**src/rtl/ula_multiciclo.sv**
```systemverilog
// Multi-cycle ALU: add/sub/logic finish in one cycle, mul (shift-add) and
// div (restoring) iterate once per bit. A start pulse launches an op and a
// one-cycle done pulse marks when the outputs are valid.
// Optional feature macro: ULA_FLAGS_EN enables the {N,Z,C,V} flag register;
// without it, flags is tied to zero.
module ula_multiciclo #(
    parameter int WIDTH = 8,
    localparam int CNT_W = $clog2(WIDTH + 1)
) (
    input  logic             CLOCK_27,
    input  logic             RESET,
    input  logic             start,
    input  logic [2:0]       op,
    input  logic [WIDTH-1:0] op_a,
    input  logic [WIDTH-1:0] op_b,
    output logic [WIDTH-1:0] result,
    output logic [WIDTH-1:0] result_hi,
    output logic [3:0]       flags,
    output logic             div0,
    output logic             busy,
    output logic             done
);
    localparam logic [2:0] OP_ADD = 3'd0;
    localparam logic [2:0] OP_SUB = 3'd1;
    localparam logic [2:0] OP_MUL = 3'd2;
    localparam logic [2:0] OP_DIV = 3'd3;
    localparam logic [2:0] OP_AND = 3'd4;
    localparam logic [2:0] OP_OR  = 3'd5;
    localparam logic [2:0] OP_XOR = 3'd6;
    localparam logic [CNT_W-1:0] LAST_IT = CNT_W'(WIDTH - 1);

    typedef enum logic [1:0] {IDLE, CALC, DONE} state_t;

    state_t           state_q, state_d;
    logic [CNT_W-1:0] cnt_q, cnt_d;
    logic [2:0]       op_q, op_d;
    logic [WIDTH-1:0] b_q, b_d;
    logic [WIDTH-1:0] hi_q, hi_d;
    logic [WIDTH-1:0] lo_q, lo_d;
    logic [WIDTH-1:0] result_q, result_d;
    logic [WIDTH-1:0] result_hi_q, result_hi_d;
    logic             div0_q, div0_d;
    logic             wr_out;

    // hi_q/lo_q are shared: accumulator/multiplier for mul, remainder/quotient for div
    logic [WIDTH:0]   mul_sum;
    logic [WIDTH-1:0] mul_hi, mul_lo;
    logic [WIDTH:0]   rem_sh, div_diff;
    logic             div_ge;
    logic [WIDTH-1:0] div_rem, div_quo;

    assign mul_sum  = lo_q[0] ? ({1'b0, hi_q} + {1'b0, b_q}) : {1'b0, hi_q};
    assign mul_hi   = mul_sum[WIDTH:1];
    assign mul_lo   = {mul_sum[0], lo_q[WIDTH-1:1]};
    assign rem_sh   = {hi_q, lo_q[WIDTH-1]};
    assign div_diff = rem_sh - {1'b0, b_q};
    assign div_ge   = (rem_sh >= {1'b0, b_q});
    assign div_rem  = div_ge ? div_diff[WIDTH-1:0] : rem_sh[WIDTH-1:0];
    assign div_quo  = {lo_q[WIDTH-2:0], div_ge};

    // Next-state, iteration step and output-load decode
    always_comb begin
        state_d     = state_q;
        cnt_d       = cnt_q;
        op_d        = op_q;
        b_d         = b_q;
        hi_d        = hi_q;
        lo_d        = lo_q;
        result_d    = result_q;
        result_hi_d = result_hi_q;
        div0_d      = div0_q;
        wr_out      = 1'b0;
        case (state_q)
            IDLE: begin
                if (start) begin
                    op_d  = op;
                    b_d   = op_b;
                    cnt_d = '0;
                    if (op == OP_MUL || (op == OP_DIV && op_b != '0)) begin
                        hi_d    = '0;
                        lo_d    = op_a;
                        state_d = CALC;
                    end else begin
                        state_d     = DONE;
                        wr_out      = 1'b1;
                        div0_d      = 1'b0;
                        result_hi_d = '0;
                        case (op)
                            OP_ADD:  result_d = op_a + op_b;
                            OP_SUB:  result_d = op_a - op_b;
                            OP_DIV: begin
                                // divide by zero short-circuits the iterative path
                                result_d    = '1;
                                result_hi_d = op_a;
                                div0_d      = 1'b1;
                            end
                            OP_AND:  result_d = op_a & op_b;
                            OP_OR:   result_d = op_a | op_b;
                            OP_XOR:  result_d = op_a ^ op_b;
                            default: result_d = ~(op_a | op_b);
                        endcase
                    end
                end
            end
            CALC: begin
                cnt_d = cnt_q + CNT_W'(1);
                if (op_q == OP_MUL) begin
                    hi_d = mul_hi;
                    lo_d = mul_lo;
                end else begin
                    hi_d = div_rem;
                    lo_d = div_quo;
                end
                if (cnt_q == LAST_IT) begin
                    state_d     = DONE;
                    wr_out      = 1'b1;
                    result_d    = lo_d;
                    result_hi_d = hi_d;
                    div0_d      = 1'b0;
                end
            end
            DONE:    state_d = IDLE;
            default: state_d = IDLE;
        endcase
    end

    // Control state and visible outputs; reset aborts any op in flight
    always_ff @(posedge CLOCK_27 or posedge RESET) begin
        if (RESET) begin
            state_q     <= IDLE;
            cnt_q       <= '0;
            result_q    <= '0;
            result_hi_q <= '0;
            div0_q      <= 1'b0;
        end else begin
            state_q     <= state_d;
            cnt_q       <= cnt_d;
            result_q    <= result_d;
            result_hi_q <= result_hi_d;
            div0_q      <= div0_d;
        end
    end

    // Captured operands and iteration working registers (no reset needed)
    always_ff @(posedge CLOCK_27) begin
        op_q <= op_d;
        b_q  <= b_d;
        hi_q <= hi_d;
        lo_q <= lo_d;
    end

`ifdef ULA_FLAGS_EN
    logic [3:0]     flags_q;
    logic [WIDTH:0] add_c, sub_c;
    logic           c_d, v_d;

    assign add_c = {1'b0, op_a} + {1'b0, op_b};
    assign sub_c = {1'b0, op_a} - {1'b0, op_b};

    // Carry/overflow only arise from add/sub, which launch from IDLE with live operands
    always_comb begin
        c_d = 1'b0;
        v_d = 1'b0;
        if (state_q == IDLE) begin
            if (op == OP_ADD) begin
                c_d = add_c[WIDTH];
                v_d = (op_a[WIDTH-1] == op_b[WIDTH-1]) && (add_c[WIDTH-1] != op_a[WIDTH-1]);
            end else if (op == OP_SUB) begin
                c_d = sub_c[WIDTH];
                v_d = (op_a[WIDTH-1] != op_b[WIDTH-1]) && (sub_c[WIDTH-1] != op_a[WIDTH-1]);
            end
        end
    end

    // Flag register, refreshed together with the result
    always_ff @(posedge CLOCK_27 or posedge RESET) begin
        if (RESET) begin
            flags_q <= '0;
        end else if (wr_out) begin
            flags_q <= {result_d[WIDTH-1], (result_d == '0), c_d, v_d};
        end
    end

    assign flags = flags_q;
`else
    assign flags = 4'b0;
`endif

    assign result    = result_q;
    assign result_hi = result_hi_q;
    assign div0      = div0_q;
    assign busy      = (state_q != IDLE);
    assign done      = (state_q == DONE);
endmodule

```
**config.mk**
```make
export PLATFORM = sky130hd
export DESIGN_NAME = ula_multiciclo
export DESIGN_NICKNAME = d
export VERILOG_FILES = /design/src/rtl/ula_multiciclo.sv
export SDC_FILE = /design/constraint.sdc
export NUM_CORES = 1
export LEC_CHECK = 0
export ABC_AREA = 1
export ABC_CLOCK_PERIOD_IN_PS = 2200
export CORE_MARGIN = 8
export CORE_UTILIZATION = 29
export CTS_BUF_LIST = sky130_fd_sc_hd__clkbuf_8
export DETAILED_ROUTE_END_ITERATION = 7
export SLEW_MARGIN = 20
export SYNTH_ARGS = -nofsm -noshare
export SYNTH_HDL_FRONTEND = slang
export SYNTH_SLANG_ARGS = --single-unit
```
**constraint.sdc**
```tcl
create_clock -name CLOCK_27 -period 2.2 [get_ports CLOCK_27]
set_input_delay 0.22 -clock CLOCK_27 [delete_from_list [all_inputs] [get_ports CLOCK_27]]
set_output_delay 0.22 -clock CLOCK_27 [all_outputs]
set_load 0.005 [all_outputs]
```
==> results_dict.tcl <==
set metrics [dict create \
    clkPwrFrac_pct 11.0 \
    hold_path_class "in -> async" \
    vias 4256 \
    clk_pin_slew_ns 0.10 \
    cap_violations 0 \
    ys_top_cells_by_area "edfxtp_1 18%, dfrtp_1 13%, ha_1 12%" \
    gr-total-overflow 0 \
    layout_common_cells "114 x nand2_1, 91 x inv_1, 77 x nor2_1, 54 x buf_4, 45 x nand3_1" \
    gp_congestion 0.9285 \
    postCtsHoldBufs 0 \
    cts_tree "built" \
    arrival_ns 2.16 \
    synth_edf_count 27 \
    fillers 1582 \
    timing.fmax_mhz 480.8 \
    pwr_density_cell_nw_per_um2 1080 \
    grt_pass1_vias 4140 \
    post_drt_wl_per_cell_um 14.37 \
    syn-cell-area_um2 4442 \
    grt_pass1_wl_um 20580 \
    port_buffers 40 \
    cp_slowest_cell "edfxtp_1" \
    required_ns 2.28 \
    grtUsageTotal_pct 13.01 \
    crit_path_end "hi_q[3]$_SDFFCE_PN0P_" \
    post-dp-hpwl_um 10500 \
    synthArstFlopShare_pct 46.00 \
    power_frac_seq_pct 27.5 \
    core-area_um2 15090 \
    synth-xor-area-share_pct 2.563 \
    synth_area_leader_cell "edfxtp_1" \
    swShare_pct 44.44 \
    cp_top_family "adder cells" \
    synth-adder-area-share_pct 12.90 \
    crit_buf_inv 3 \
    drcViolationCount 0 \
    cts_max_level 2 \
    path_depth 11 \
    crit_start "b_q[0]$_DFFE_PP_" \
    placementRows 45 \
    min_period_ns 2.080 \
    comb_power_share_pct 61.5 \
    syn_avg_cell_area_um2 7.282 \
    endpoint_kind "flop" \
    drt-initial-drc-count 273 \
    power.switching_w 0.002746 \
    status "finished, final reports clean" \
    maxSlewViolCount 0 \
    leakagePower_nw 2.839 \
    ys_ff_latch 50 \
    cp-start-kind "flop" \
    r2r_start "b_q[0]$_DFFE_PP_" \
    numCtsBuffers 5 \
    hold_slack_ns 0.2424 \
    multi_input_area_um2 2750 \
    clkSinkCount 50 \
    ys_warn_count 0 \
    grt_antenna_before_repair 0 \
    antenna_cells 0 \
    drive_gt1_share_pct 19.20 \
    viasPerCell 4.777 \
    path_class "reg -> reg" \
    r2r_end "hi_q[3]$_SDFFCE_PN0P_" \
    die_area_um2 19530 \
    p_int_w 0.003433 \
    seqCellArea_um2 1386 \
    cts.path.max_buffers 2 \
    rr_worst_depth 11 \
    dp_cells 881 \
    ant_nets 0 \
    setup_viol 0 \
    synthCells 610 \
    grt_max_degree 37 \
    path_max_fanout 2 \
    finalHoldViolCount 0 \
    layout_commonest_cell "nand2_1" \
    critPathMostFrequentCell "inv_1" \
    crit_chain "ha_2 -> inv_1 -> fa_1 -> inv_1 -> nand3_1 -> nand3_2 -> xor2_1 -> o21ai_1 -> nand3_1 -> nand2_1 -> inv_1" \
    synthMuxAreaShare_pct 0 \
    fin_crit_sh_pct 94.53 \
    vdd_ir_drop_max_v 0.0004516 \
    wl_um 12800 \
    die_w_um 139.8 \
    stdcell_count 891 \
    start_util_pct 29.44 \
    io_pins 45 \
    skew_ns 0.01361 \
    nNetsFinal 768 \
    synth_compound_area_share_pct 11.13 \
    die_y_um 139.8 \
    synth_top_cell_area_share_pct 18.25 \
    max_stage_delay_ns 0.40 \
    clock_latency_ns 0.32 \
    synth_top_family_by_area "simple AND/OR/NAND/NOR gates" \
    ys_types 45 \
    power_w 0.006179 \
    dominantRegCellSynth "edfxtp_1" \
    synthSimpleGateAreaFrac_pct 31.41 \
    cts_root_buffer "clkbuf_8" \
    syn2layout_area_growth_pct 28.82 \
    seq_area_frac_synth_pct 31.21 \
    r2r_slack_ns 0.12 \
    firstDrtPassIters 4 \
    finalSetupTns_ns 0 \
]
layout make-up:
cell class / count / area share, %
clock buffers: 5 / 1.203
clock inverters: 3 / 0.8310
inverters: 101 / 6.670
multi-input cells: 447 / 48.06
flip-flops and latches: 50 / 24.23
well taps: 188 / 4.111
repair buffers: 97 / 14.89
cells by family (layout without fill, tap and decap cells):
group | count (synthesis) | count (layout)
AO/OA/AOI/OAI | 81 | 81
XOR/XNOR | 13 | 13
adder cells (fa/ha/maj) | 44 | 44
buffers and inverters | 116 | 206
flip-flops | 50 | 50
other | 1 | 4
AND/OR/NAND/NOR | 305 | 305
worst min-delay path, cell delays in order:
cell             delay, ns
clkdlybuf4s50_1       0.39
inv_1                 0.05
buf_4                 0.29
worst min path at each step:
stage                                        end  slack, ns  cells past startpoint
final                     state_q[0]$_DFFE_PP0P_       0.24                      3
after CTS                  result[2]$_DFFE_PP0P_       0.25                      3
after floorplan             cnt_q[0]$_DFFE_PP0P_       0.22                      1
after detailed placement   result[1]$_DFFE_PP0P_       0.47                      2
after global placement     result[1]$_DFFE_PP0P_       0.47                      2
after global routing            b_q[0]$_DFFE_PP_       0.28                      2
registers in the layout, summed over array words and instances, names as in the netlist:
| register | flops |
|---|---|
| result_hi | 8 |
| cnt_q | 4 |
| b_q | 8 |
| hi_q | 8 |
| result | 8 |
| op_q | 3 |
| div0 | 1 |
| lo_q | 8 |
| state_q | 2 |
power groups by stage:
stage	Sequential [W]	Clock [W]	Combinational [W]
3_5_place_dp	0.00172	0	0.00367
4_1_cts	0.00170	0.000699	0.00372
3_3_place_gp	0.00172	0	0.00366
6_report	0.00170	0.000680	0.00380
2_1_floorplan	0.00165	0	0.00239
5_1_grt	0.00175	0.000725	0.00425
stage by stage:
stage	setup slack (ns)	cell area, um2	utilization [%]
floorplan	0.1345	4453	-
global placement	-0.5091	5433	36.00
detailed placement	-0.5495	5433	36.00
CTS	0.0002509	5619	37.24
global route	-0.01712	5722	37.92
finish	0.1203	5722	37.92
routing by layer:
| metal | global-route usage, % | part of all wire [%] | routed length [um] |
|---|---|---|---|
| met1 | 15.39 | 44 | 5604 |
| met2 | 23.68 | 50 | 6448 |
| met3 | 1.539 | 3.0 | 385 |
| met4 | 4.571 | 2.8 | 363 |
| met5 | 0 | 0 | 0 |
repair_timing:
action / 4_1_cts / 5_1_grt
pin swaps: 1 / 5
resized for setup: 14 / 31
endpoints found under the setup margin: 7 / 16
hold endpoints to repair: 0 / 0
buffers inserted: 1 / 1
synthesized netlist by cell type (all sizes together) (2+ instances only):
cell,n
o22ai,6
or2,2
ha,41
edfxtp,27
nor3,14
o211ai,2
o21ai,26
a211oi,2
nor2,93
dfrtp,23
nand4,23
xor2,11
a21oi,35
nand3,51
o31ai,2
inv,101
nand3b,3
o2111a,2
xnor2,2
buf,15
nand2,119
fa,3
No activity file was read; power rests on OpenSTA's default activity.
